`config.mk`:
```
export PLATFORM = sky130hd
export DESIGN_NAME = mem_wb_skid_stage
export DESIGN_NICKNAME = d
export VERILOG_FILES = /design/src/rtl/mem_wb_skid_pkg.sv /design/src/rtl/mem_wb_skid_stage_wb_entry_reg.sv /design/src/rtl/mem_wb_skid_stage.sv
export SDC_FILE = /design/constraint.sdc
export NUM_CORES = 1
export LEC_CHECK = 0
export ABC_AREA = 1
export BUFFER_PORTS_ARGS = -buffer_cell sky130_fd_sc_hd__buf_2
export CORE_ASPECT_RATIO = 0.8
export CORE_UTILIZATION = 36
export CTS_BUF_LIST = sky130_fd_sc_hd__clkbuf_16
export CTS_CLUSTER_DIAMETER = 150
export CTS_CLUSTER_SIZE = 20
export DETAILED_ROUTE_END_ITERATION = 10
export SLEW_MARGIN = 20
export SYNTH_ARGS = -nofsm -noshare
export SYNTH_HDL_FRONTEND = slang
export SYNTH_SLANG_ARGS = --single-unit
```
`constraint.sdc`:
```
create_clock -name clk -period 2.69 [get_ports clk]
set_input_delay 0.269 -clock clk [delete_from_list [all_inputs] [get_ports clk]]
set_output_delay 0.269 -clock clk [all_outputs]
set_load 0.03 [all_outputs]
```
`src/rtl/mem_wb_skid_pkg.sv`:
```
// Shared MEM->WB definitions: skid FSM encodings, entry field widths and the
// {wb_en, dest, value} packing used by the write-back path and the hazard unit.
package mem_wb_skid_pkg;

    localparam int WB_DATA_W = 32;
    localparam int WB_REG_AW = 4;
    localparam int WB_ENTRY_W = 1 + WB_REG_AW + WB_DATA_W;

    // State value equals the number of buffered entries.
    localparam logic [1:0] ST_EMPTY = 2'd0;
    localparam logic [1:0] ST_HALF  = 2'd1;
    localparam logic [1:0] ST_FULL  = 2'd2;

    typedef struct packed {
        logic                 wb_en;
        logic [WB_REG_AW-1:0] dest;
        logic [WB_DATA_W-1:0] value;
    } wb_entry_t;

endpackage

```
`src/rtl/mem_wb_skid_stage_wb_entry_reg.sv`:
```
// One buffered write-back slot: a valid flag plus a packed entry, with
// synchronous clear (priority over load) and asynchronous active-low reset.
module wb_entry_reg #(
    parameter int ENTRY_W = 37
) (
    input  logic               clk,
    input  logic               rst_n,
    input  logic               clear,
    input  logic               load,
    input  logic               valid_d,
    input  logic [ENTRY_W-1:0] entry_d,
    output logic               valid_q,
    output logic [ENTRY_W-1:0] entry_q
);

    always_ff @(posedge clk or negedge rst_n) begin
        if (!rst_n) begin
            valid_q <= 1'b0;
            entry_q <= '0;
        end else if (clear) begin
            valid_q <= 1'b0;
            entry_q <= '0;
        end else if (load) begin
            valid_q <= valid_d;
            entry_q <= entry_d;
        end
    end

endmodule

```
`src/rtl/mem_wb_skid_stage.sv`:
```
// MEM->WB boundary: selects the write-back value at capture and holds results in a
// 2-entry skid buffer feeding the register-file write port, with a forwarding lookup.
//
// state    | meaning
// ST_EMPTY | no entries buffered, outputs idle
// ST_HALF  | main holds the head entry, skid empty
// ST_FULL  | main holds head, skid holds the younger entry; in_ready low
module mem_wb_skid_stage
    import mem_wb_skid_pkg::*;
#(
    parameter int DATA_W = WB_DATA_W,
    parameter int REG_AW = WB_REG_AW
) (
    input  logic              clk,
    input  logic              rst,
    input  logic              flush,
    input  logic              in_valid,
    output logic              in_ready,
    input  logic              wb_en_in,
    input  logic              mem_r_en_in,
    input  logic [DATA_W-1:0] alu_res_in,
    input  logic [DATA_W-1:0] data_memory_in,
    input  logic [REG_AW-1:0] dest_in,
    output logic              out_valid,
    input  logic              out_ready,
    output logic              wb_en_out,
    output logic [DATA_W-1:0] wb_value_out,
    output logic [REG_AW-1:0] wb_dest_out,
    input  logic [REG_AW-1:0] fwd_src,
    output logic              fwd_hit,
    output logic [DATA_W-1:0] fwd_value,
    output logic [1:0]        occupancy
);

    localparam int ENTRY_W = 1 + REG_AW + DATA_W;

    logic [1:0]         state_q, state_d;
    logic               in_ready_q;
    logic               in_fire, out_fire;
    logic [ENTRY_W-1:0] in_entry, main_d;
    logic               main_valid, skid_valid;
    logic [ENTRY_W-1:0] main_entry, skid_entry;
    logic               main_load, main_clr, main_from_skid;
    logic               skid_load, skid_clr;
    logic               main_hit, skid_hit;

    assign in_fire  = in_valid & in_ready_q;
    assign out_fire = main_valid & out_ready;

    // The load/ALU choice is resolved here so mem_r_en never needs storing.
    assign in_entry = {wb_en_in, dest_in, (mem_r_en_in ? data_memory_in : alu_res_in)};

    always_comb begin
        state_d        = state_q;
        main_load      = 1'b0;
        main_clr       = flush;
        main_from_skid = 1'b0;
        skid_load      = 1'b0;
        skid_clr       = flush;
        if (flush) begin
            state_d = ST_EMPTY;
        end else begin
            case (state_q)
                ST_EMPTY: begin
                    if (in_fire) begin
                        main_load = 1'b1;
                        state_d   = ST_HALF;
                    end
                end
                ST_HALF: begin
                    if (in_fire && out_fire) begin
                        main_load = 1'b1;
                    end else if (in_fire) begin
                        skid_load = 1'b1;
                        state_d   = ST_FULL;
                    end else if (out_fire) begin
                        main_clr = 1'b1;
                        state_d  = ST_EMPTY;
                    end
                end
                ST_FULL: begin
                    if (out_fire) begin
                        main_load      = 1'b1;
                        main_from_skid = 1'b1;
                        skid_clr       = 1'b1;
                        state_d        = ST_HALF;
                    end
                end
                default: state_d = ST_EMPTY;
            endcase
        end
    end

    assign main_d = main_from_skid ? skid_entry : in_entry;

    always_ff @(posedge clk or negedge rst) begin
        if (!rst) begin
            state_q    <= ST_EMPTY;
            in_ready_q <= 1'b0;
        end else begin
            state_q    <= state_d;
            in_ready_q <= (state_d != ST_FULL);
        end
    end

    wb_entry_reg #(.ENTRY_W(ENTRY_W)) u_main (
        .clk     (clk),
        .rst_n   (rst),
        .clear   (main_clr),
        .load    (main_load),
        .valid_d (1'b1),
        .entry_d (main_d),
        .valid_q (main_valid),
        .entry_q (main_entry)
    );

    wb_entry_reg #(.ENTRY_W(ENTRY_W)) u_skid (
        .clk     (clk),
        .rst_n   (rst),
        .clear   (skid_clr),
        .load    (skid_load),
        .valid_d (1'b1),
        .entry_d (in_entry),
        .valid_q (skid_valid),
        .entry_q (skid_entry)
    );

    assign in_ready     = in_ready_q;
    assign out_valid    = main_valid;
    assign wb_en_out    = main_entry[ENTRY_W-1];
    assign wb_dest_out  = main_entry[DATA_W +: REG_AW];
    assign wb_value_out = main_entry[DATA_W-1:0];
    assign occupancy    = state_q;

    // Skid is the younger entry, so it wins when both match.
    assign skid_hit = skid_valid & skid_entry[ENTRY_W-1] & (skid_entry[DATA_W +: REG_AW] == fwd_src);
    assign main_hit = main_valid & main_entry[ENTRY_W-1] & (main_entry[DATA_W +: REG_AW] == fwd_src);
    assign fwd_hit  = skid_hit | main_hit;
    assign fwd_value = skid_hit ? skid_entry[DATA_W-1:0] :
                       main_hit ? main_entry[DATA_W-1:0] : '0;

endmodule

```
Yosys cells after proc, flatten, opt, wreduce, memory -nomap -nowiden
Cells that the tools add are included.
{"block": "word_totals", "out_inout_bits": 74, "input_bits": 79, "regBits": 79, "word_cells": 56}
{"block": "op_classes", "bitwise_logic": 7, "eq_ne": 5, "mux": 34, "n_reduce_logical": 4}
{"operator": "2-to-1 mux 37 bit", "n": 5}
{"operator": "2-to-1 mux 32 bit", "n": 3}
{"operator": "2-to-1 mux 1 bit", "n": 18}
{"operator": "2-to-1 mux 2 bit", "n": 6}
{"operator": "== test 4 bit", "n": 2}
{"operator": "bitwise AND 1 bit", "n": 6}
{"operator": "one-hot mux 2 bit (3 select lines)", "n": 1}
{"operator": "nonzero test 2 bit", "n": 2}
{"operator": "one-hot mux 1 bit (3 select lines)", "n": 1}
{"operator": "== test 2 x 1 -> 1 bit (second input constant)", "n": 1}
{"operator": "== test 2 bit (second input constant)", "n": 1}
{"operator": "logical NOT 2 bit", "n": 1}
{"operator": "inequality test 2 bit (second input constant)", "n": 1}
{"operator": "logical AND 1 bit", "n": 1}
{"operator": "bitwise OR 1 bit", "n": 1}

Logic depth before layout (Yosys ltp)
Gate-level depths: netlist of run 1.
{"block": "depth", "depth_word": 7, "mapped_depth": 10}

Cells and area by module
A second synthesis of run 1 with hierarchy kept.
{"block": "hier_totals", "hier_cells": 660, "area_unflattened_um2": 4790.8}
{"module": "wb_entry_reg", "n_inst": 2, "area_per_inst_um2": 1519.0, "cells_each": 166, "seq_area_each_um2": 950.9}
{"module": "mem_wb_skid_stage", "n_inst": 1, "area_per_inst_um2": 1752.9, "cells_each": 328, "seq_area_each_um2": 75.1}

Worst setup path before layout of run 1
Ideal clock, no wire load.
{"block": "synth_timing", "path_kind": "flip-flop to output port", "start": "register u_main.entry_q[34]", "end": "output fwd_value[10]", "arrival_ns": 1.511, "path_buffers": 1, "setup_slack_ns": 0.910, "stages_incl_launch_ff": 10, "cell_sequence": "dfrtp_1 > inv_1 > nand2_1 > nand2_1 > nor2_1 > nand2_1 > nor2_1 > buf_2 > nand3_1 > nand2_1"}
{"block": "synth_via", "elab_chain_cells": 4}
{"element": "start: declaration", "line_no": "mem_wb_skid_stage_wb_entry_reg.sv:13", "rtl": "output logic [ENTRY_W-1:0] entry_q"}
{"element": "start signal: assignment", "line_no": "mem_wb_skid_stage_wb_entry_reg.sv:25", "rtl": "entry_q <= entry_d;"}
{"element": "== test 4 bit", "line_no": "mem_wb_skid_stage.sv:137", "rtl": "assign main_hit = main_valid & main_entry[ENTRY_W-1] & (main_entry[DATA_W +: REG_AW] == fwd_src);"}
{"element": "bitwise AND 1 bit", "line_no": "mem_wb_skid_stage.sv:137"}
{"element": "2-to-1 mux 32 bit", "line_no": "mem_wb_skid_stage.sv:140", "rtl": "main_hit ? main_entry[DATA_W-1:0] : '0;"}
{"element": "2-to-1 mux 32 bit", "line_no": "mem_wb_skid_stage.sv:139", "rtl": "assign fwd_value = skid_hit ? skid_entry[DATA_W-1:0] :"}
{"element": "end: declaration", "line_no": "mem_wb_skid_stage.sv:31", "rtl": "output logic [DATA_W-1:0] fwd_value,"}
No other way between the ends.

Worst setup path after layout of run 1
{"block": "layout_timing", "start": "register u_main.entry_q[33]", "end": "output fwd_value[0]"}
The elaborated chain is that of the path after synthesis.

==> results.md, run 1 <==
Worst hold path:
- The worst hold path belongs to the class primary input to asynchronous set/reset pin.

Floorplan:
- The top-level I/O count is 153.
- After floorplanning, the core was divided into 36 placement rows.
- The die is 127 um wide.
- From bottom edge to top edge, the die measures 102 um.
- The starting density of the core is 0.370.
- The die covers 0.0130 mm2.
- The region available for standard cell placement spans 0.0122 mm2.

Run:
- The count of max-cap constraint violations is 0.

Logic synthesis:
- During synthesis, Yosys emitted a total of 0 warnings.
- A synthesized cell averages 7.28 um2.
- The sequential fraction of the synthesis area is 0.439.
- The gate count after technology mapping is 618.
- The flip-flop and latch count after synthesis is 79.
- Synthesis produced a netlist with a net count of 697.
- The cell area after synthesis is 0.00450 mm2.
- In this run, distinct cell masters in the synthesized netlist total 23.

Power:
- The analysis attributes to net switching a power of 969 uW.
- The internal portion of total power is 2.19 mW.
- After layout, the design draws a total of 3.16 mW.
- Of the total power, the share spent switching nets is 0.307.
- The share of total power in combinational logic is 0.197.
- The static power due to leakage is 3.01 nW.
- The cell area power density is 562 mW/mm2.
- The clock power share is 0.370.
- The peak supply drop is 0.297 mV.
- The part of the total power dissipated in sequential elements is 0.432.

Placement:
- The HPWL after detailed placement is 9390 um.
- The number of buffer cells added on primary ports is 152.
- The post-placement cell count is 891.
- Routability-driven placement finished with a final weighted congestion of 0.837.

STA:
- The number of max-slew violations in the final report is 0.
- The setup clock skew after layout is 5.11 ps.
- The period utilization is 0.802.
- Across all hold checks on the routed design, the worst slack comes to -30.6 ps.
- In the final timing run, aggregate negative setup slack is 0 ps.
- Setup violations remaining at the end of the flow were counted as 0.
- Setup repair after global routing left no endpoint under its margin.
- The tightest slew margin relative to the limit is 0.365.
- For the pin with the worst max-slew slack, the measured transition is 951 ps.
- The final critical-path required period is 2160 ps.
- Static timing analysis puts the maximum clock frequency at 464 MHz.
- The number of failing hold endpoints at the final stage came to 17.

Detailed routing:
- Wires add up to 13800 um.
- The routed wire length per instance is 15.2 um.
- The starting DRC count in detailed routing is 322.
- The DRC violation count after routing is 0.
- The via count is 4612.
- The number of detailed-route iterations in the first pass is 5.
- The number of routed nets with antenna violations is 0.
- The detailed-route vias per instance is 5.08.

Clock network:
- Once the clock tree was built, the setup fixing pass inserted 0 buffers.
- In this run the number of H-tree levels came out at 3.
- The insertion delay of the later-clocked pin in the worst-skew pair is 330 ps.
- The TritonCTS clock tree is built.
- Buffers inserted to repair hold after CTS numbered 0.
- The clock passes through at most 2 buffers.
- The tree is rooted in a sky130_fd_sc_hd__clkbuf_16.
- The TritonCTS sink count is 79.
- TritonCTS created 9 clock buffers.
- The post-cts repair resize count is 0.
- Clock-pin slew was measured on the worst setup and hold paths at 60 ps.

Global routing:
- In the global route stage, overall resource usage came out at 0.224.
- The maximum number of pins on one net before global-route repair is 80.
- The number of antenna violations at the first check in global routing is 0.
- The wire length of the first global-routing pass is 22600 um.
- For this run the aggregate overflow at the end of global routing stands at 0.
- The number of global-route vias before repair is 4356.

Setup path:
- Measured in cells, the most critical reg-to-reg path has a length of 9.
- The type of the worst setup path is flop to output port.
- The slowest cell on the critical path is sky130_fd_sc_hd__dfrtp_1.
- The signal on the critical path passes through nand2_1 > nand2_1 > nor2_1 > nand2_1 > nor2_2 > buf_4 > nand3_1 > nand2_1 > buf_2.
- Data on the critical path is required at its endpoint by 2420 ps.
- The kind of start point of the critical path is a flop.
- On the worst path, the slowest cell contributes a delay of 400 ps.
- The worst setup path is captured at an output port.
- The most numerous cell type found on the critical path is sky130_fd_sc_hd__nand2_1.
- In this run the worst path has a maximum fanout of 25.
- Data arrives at the worst endpoint at 1890 ps.

Cells and area:
- The final core utilization is 0.462.
- In the final layout, the share of cells above drive strength 1 is 0.294.
- The number of diodes added for antenna fixing is 0.
- The non-filler instance count after layout is 907.
- The area growth from synthesis to layout is 24.8%.
- The net count of the finished layout is 829.

Status:
- The flow ran to the end, but the final reports show violations.
- The checks that failed: negative hold slack.
flip-flops by register name, indices dropped and copies added (netlist names):
signal / flops
in_ready: 1
occupancy: 2
u_main.entry_q: 37
u_main.valid_q: 1
u_skid.entry_q: 37
u_skid.valid_q: 1
kinds of logic after synthesis:
family,Yosys count,synth area share
buffers and inverters,67,0.0739
AOI/OAI and AO/OA,110,0.123
DFF,79,0.439
and+or+nand+nor,361,0.362
xor gates and xnor gates,1,0.00195
worst paths after layout:
path	startpoint	endpoint	slack [ps]
setup / recovery	u_main.entry_q[33]$_DFFE_PN0P_	fwd_value[0]	530
hold / removal	rst	u_main.entry_q[26]$_DFFE_PN0P_	-30
setup reg to reg	occupancy[0]$_DFF_PN0_	u_main.entry_q[34]$_DFFE_PN0P_	630
hold reg to reg	u_skid.valid_q$_DFFE_PN0P_	u_skid.valid_q$_DFFE_PN0P_	510
max in group asynchronous	rst	u_skid.entry_q[9]$_DFFE_PN0P_	2210
min in group clk	wb_en_in	u_skid.entry_q[36]$_DFFE_PN0P_	190
final cells by class:
class                           count  area [um2]
Inverter                           23        86.3
Sequential cell                    79        1980
Fill cell                        1282        6550
Clock buffer                        9         225
Multi-Input combinational cell    472        2210
Clock inverter                      7        55.1
Tap cell                          152         190
Timing Repair Buffer              165         877
synthesized netlist by cell type:
cell type | count | area share
sky130_fd_sc_hd__nand2_1 | 196 | 0.16
sky130_fd_sc_hd__nand3_1 | 111 | 0.12
sky130_fd_sc_hd__o21ai_0 | 90 | 0.10
sky130_fd_sc_hd__dfrtp_1 | 79 | 0.44
sky130_fd_sc_hd__or2_2 | 32 | 0.044
sky130_fd_sc_hd__buf_2 | 23 | 0.026
sky130_fd_sc_hd__inv_1 | 20 | 0.017
sky130_fd_sc_hd__o21ai_1 | 15 | 0.017
sky130_fd_sc_hd__clkbuf_1 | 12 | 0.010
sky130_fd_sc_hd__nor2_1 | 10 | 0.0083
sky130_fd_sc_hd__buf_6 | 5 | 0.013
sky130_fd_sc_hd__buf_4 | 4 | 0.0067
sky130_fd_sc_hd__nand2_2 | 4 | 0.0056
sky130_fd_sc_hd__inv_2 | 3 | 0.0025
sky130_fd_sc_hd__nand4_1 | 3 | 0.0042
sky130_fd_sc_hd__a21oi_1 | 2 | 0.0022
sky130_fd_sc_hd__nor2_4 | 2 | 0.0050
sky130_fd_sc_hd__o22ai_1 | 2 | 0.0028
sky130_fd_sc_hd__nand2_4 | 1 | 0.0025
sky130_fd_sc_hd__nor3_1 | 1 | 0.0011
sky130_fd_sc_hd__nor3_4 | 1 | 0.0036
sky130_fd_sc_hd__o21a_1 | 1 | 0.0017
sky130_fd_sc_hd__xor2_1 | 1 | 0.0019
power groups by stage:
stage	registers, mW	clock network [mW]	logic [mW]
3_5_place_dp	1.39	0	0.626
3_3_place_gp	1.38	0	0.619
2_1_floorplan	1.50	0	0.269
4_1_cts	1.37	1.20	0.627
6_report	1.37	1.17	0.622
5_1_grt	1.38	1.25	0.690
worst max-delay path, delay by kind of cell, from the launching register on:
family	cells	cell delay (ps)
buffers and inverters	2	500
and+or+nand+nor	7	650
DFF	1	400
layout by cell type (no fill, tap or decap), types with 3 or more instances in the layout:
master / instances
sky130_fd_sc_hd__buf_2: 151
sky130_fd_sc_hd__nand2_1: 196
sky130_fd_sc_hd__o21ai_0: 90
sky130_fd_sc_hd__clkbuf_16: 9
sky130_fd_sc_hd__dfrtp_1: 79
sky130_fd_sc_hd__buf_4: 12
sky130_fd_sc_hd__or2_2: 32
sky130_fd_sc_hd__nand2_2: 4
sky130_fd_sc_hd__inv_1: 21
sky130_fd_sc_hd__nand3_1: 111
sky130_fd_sc_hd__inv_2: 3
sky130_fd_sc_hd__o21ai_1: 15
sky130_fd_sc_hd__nand4_1: 3
sky130_fd_sc_hd__nor2_1: 9
sky130_fd_sc_hd__clkinv_1: 3
routing by layer:
metal,track usage,vias up,share of wire
met5,0,-,0
met4,0.0623,0,0.011
met3,0.0372,11,0.052
met2,0.367,149,0.44
met1,0.309,2156,0.49
li1,-,2296,-
metrics by stage:
step	setup slack, ps	cell area (um2)
floorplan	910	4500
finish	533	5620
CTS	488	5610
global route	284	5620
global placement	555	5330
detailed placement	444	5330
Power figures use the tool's default switching activity.
==> run 2, diff against run 1 <==
==> constraint.sdc (replaced) <==
create_clock -name clk -period 1.9 [get_ports clk]
set_input_delay 0.19 -clock clk [delete_from_list [all_inputs] [get_ports clk]]
set_output_delay 0.19 -clock clk [all_outputs]
set_load 0.03 [all_outputs]
==> run 2 against run 1 <==
Net effect:
- the run ends with negative setup slack left
- hold slack better by 150 ps
- global-route usage is 0.96 points lower
- final cell count is 1.1% higher
- utilization is 3.4 points higher
- power is 43% higher
- first-iteration DRC count is 15% lower
- non-clock buffer count is 10 higher
- worst setup slack worse by 550 ps
- die area stayed put
- critical path type unchanged
- largest power group unchanged
==> results.md, run 2 (synthesis results as in run 1) <==
Setup path:
- By startpoint and endpoint, the worst setup path is classified as flop to output port.
- The register-to-register path setup slack is 240 ps (-390 ps).
- The worst setup path is captured at an output port.
- The arrival time of the worst setup path was 1730 ps (-160 ps).
- The kind of start point of the critical path is a flop.
- The worst-path maximum fanout was 8 (-68%).
- The required time of the worst setup path was 1710 ps (-710 ps).

STA:
- The worst hold slack across all endpoints is 121 ps (+151 ps).
- The actual slew at the worst max-slew pin came to 550 ps (-401 ps).
- Static timing analysis puts the maximum clock frequency at 520 MHz.
- The number of max-slew violations in the final report is 0 (unchanged).
- Setup repair after global routing could not meet its margin everywhere.
- The tightest slew margin relative to the limit came to 0.633 (+0.268).
- The number of failing hold endpoints at the final stage came to 0 (-17).
- The final critical-path required period is 1920 ps.
- In the finished design, the share of the clock period the worst path needs comes to 1.01.
- The count of final setup violators is 7 (+7).
- The final setup slack of the worst path is -21.6 ps (-555 ps).
- The setup clock skew after layout is 8.32 ps (+3.22 ps).

Clock network:
- The TritonCTS sink count is 79 (unchanged).
- The H-tree depth is 3 (unchanged).
- The setup fix buffers added after clock tree synthesis is 0 (unchanged).
- The insertion delay of the later-clocked pin in the worst-skew pair came to 330 ps (about the same).
- TritonCTS built the clock tree.
- The clock-pin slew reported for the worst setup and hold paths after clock tree synthesis is 60 ps (about the same).
- The number of buffers created by CTS is 9 (unchanged).
- The maximum buffer depth of the clock tree is 2 (unchanged).
- The tree is rooted in a sky130_fd_sc_hd__clkbuf_16.

Detailed routing:
- The number of detailed-route iterations in the first pass was 6 (+1).
- The detailed-route vias per instance is 4.98 (-2.1%).
- The via count is 4565 (-1.0%).
- The number of routed nets with antenna violations came to 0 (unchanged).
- The starting DRC count in detailed routing is 273 (-15%).
- The routed wire length is 13600 um (-1.1%).
- The routed wire length per instance is 14.9 um (-2.2%).
- The DRC violation count after routing came to 0 (unchanged).

Global routing:
- The met2 capacity usage during global routing is 0.368 (+0.000845).
- The all-layer global routing usage was 0.214 (-0.00958).
- The maximum number of pins on one net before global-route repair is 47 (-41%).
- The final global-route overflow total was 0 (unchanged).
- The number of antenna violations at the first check in global routing is 0 (unchanged).
- The met1 track demand over resource in global routing is 0.286 (-0.0228).
- The number of global-route vias before repair came to 4345 (-0.25%).
- The met3 track demand over resource in global routing came to 0.0351 (-0.00209).
- The wire length of the first global-routing pass was 21700 um (-3.7%).
- met2 is the most crowded layer.

Power:
- The static power due to leakage was 3.10 nW (+2.8%).
- The cell area power density came to 747 mW/mm2 (+33%).
- The peak supply drop is 0.409 mV (+38%).

Floorplan:
- The overall die width came to 127 um (unchanged).
- The number of rows created at floorplan is 36 (unchanged).
- The die footprint was 0.0130 mm2 (unchanged).
- The starting density of the core is 0.370 (unchanged).
- The top-level I/O count is 153 (unchanged).
- The area of the placeable core is 0.0122 mm2 (unchanged).
- The die height came to 102 um (unchanged).

Cells and area:
- The top cell types in the final layout, fill and taps aside, are 189 x sky130_fd_sc_hd__nand2_1, 118 x sky130_fd_sc_hd__buf_2, 111 x sky130_fd_sc_hd__nand3_1.
- The most frequent standard cell in the layout excluding fill and tap cells is sky130_fd_sc_hd__nand2_1.
- The final-layout fill cell count is 1209 (-5.7%).
- The layout overhead on the synthesized area is 34.0%.
- The ratio of cells with drive above 1 in the final layout is 0.319 (+0.0249).
- The number of diodes added for antenna fixing is 0 (unchanged).
- The final instance area was 0.00603 mm2 (+7.4%).
- The net count of the finished layout came to 839 (+1.2%).
- The final core utilization is 0.496 (+0.0342).
- The non-filler instance count after layout is 917 (+1.1%).

Status:
- The run finished, with violations left.
- The checks that failed: negative setup slack.

Placement:
- The area after detailed placement is 0.00542 mm2 (+1.5%).
- The weighted congestion at the end of routability-driven global placement came to 0.867 (+3.5%).
- The number of buffer cells added on primary ports came to 152 (unchanged).
- The post-placement cell count is 897 (+0.67%).
- The HPWL after detailed placement came to 9290 um (-1.2%).

Run:
- The count of max-cap constraint violations was 0 (unchanged).

Worst hold path:
- The path class of the tightest hold or removal check is primary input to flop.
run 2: cell type report:
cell class                      instances  area, um2  area share
Multi-Input combinational cell        472       2220       0.369
Sequential cell                        79       1980       0.328
Timing Repair Buffer                  175       1260       0.208
Clock buffer                            9        225      0.0373
Tap cell                              152        190      0.0315
Inverter                               23       93.8      0.0156
Clock inverter                          7       65.1      0.0108
run 2: critical path, cell delays in order (launching register included):
cell and delay [ps]:
sky130_fd_sc_hd__dfrtp_1 400, sky130_fd_sc_hd__xor2_1 160, sky130_fd_sc_hd__nor2_1 120, sky130_fd_sc_hd__nand2_2 140, sky130_fd_sc_hd__clkinv_4 130, sky130_fd_sc_hd__clkbuf_16 170
sky130_fd_sc_hd__nand2_1 50, sky130_fd_sc_hd__nand2_1 90, sky130_fd_sc_hd__buf_6 140
run 2: per-layer routing:
| metal | up-vias | routed length (um) |
|---|---|---|
| li1 | 2327 | - |
| met1 | 2070 | 6550 |
| met2 | 158 | 6270 |
| met3 | 10 | 685 |
| met4 | 0 | 115 |
| met5 | - | 0 |
run 2: through the flow:
stage | setup slack (ps) | total power, mW | setup TNS, ps
after global routing | -146 | 4.73 | -3710
after floorplan | 199 | 2.51 | 0
after CTS | -37.8 | 4.55 | -500
final | -21.6 | 4.51 | -92.1
after global placement | 143 | 2.84 | 0
after detailed placement | 58.3 | 2.86 | 0
run 2: path summary, 6_finish.rpt:
check	to	from	depth (start not counted)
max in group asynchronous	u_main.entry_q[5]$_DFFE_PN0P_	rst	3
setup reg to reg	u_main.entry_q[32]$_DFFE_PN0P_	occupancy[1]$_DFF_PN0_	7
hold / removal	u_skid.entry_q[36]$_DFFE_PN0P_	wb_en_in	3
setup / recovery	fwd_value[4]	u_skid.entry_q[34]$_DFFE_PN0P_	8
min in group asynchronous	u_main.entry_q[27]$_DFFE_PN0P_	rst	2
hold reg to reg	u_skid.valid_q$_DFFE_PN0P_	u_skid.valid_q$_DFFE_PN0P_	2
run 2: timing repair:
item | 4_1_cts | 5_1_grt
hold buffers | 1 | 0
gates resized for setup | 69 | 16
endpoints found under the setup margin | 33 | 70
pin swaps | 7 | 2
gates cloned | 1 | 2
endpoints found under the hold margin | 37 | 0
run 2: where the power goes:
group	switching, mW	internal (mW)	leakage (nW)
clock	0.670	1.01	0.136
combinational	0.599	0.296	1.92
sequential	0.116	1.82	1.04
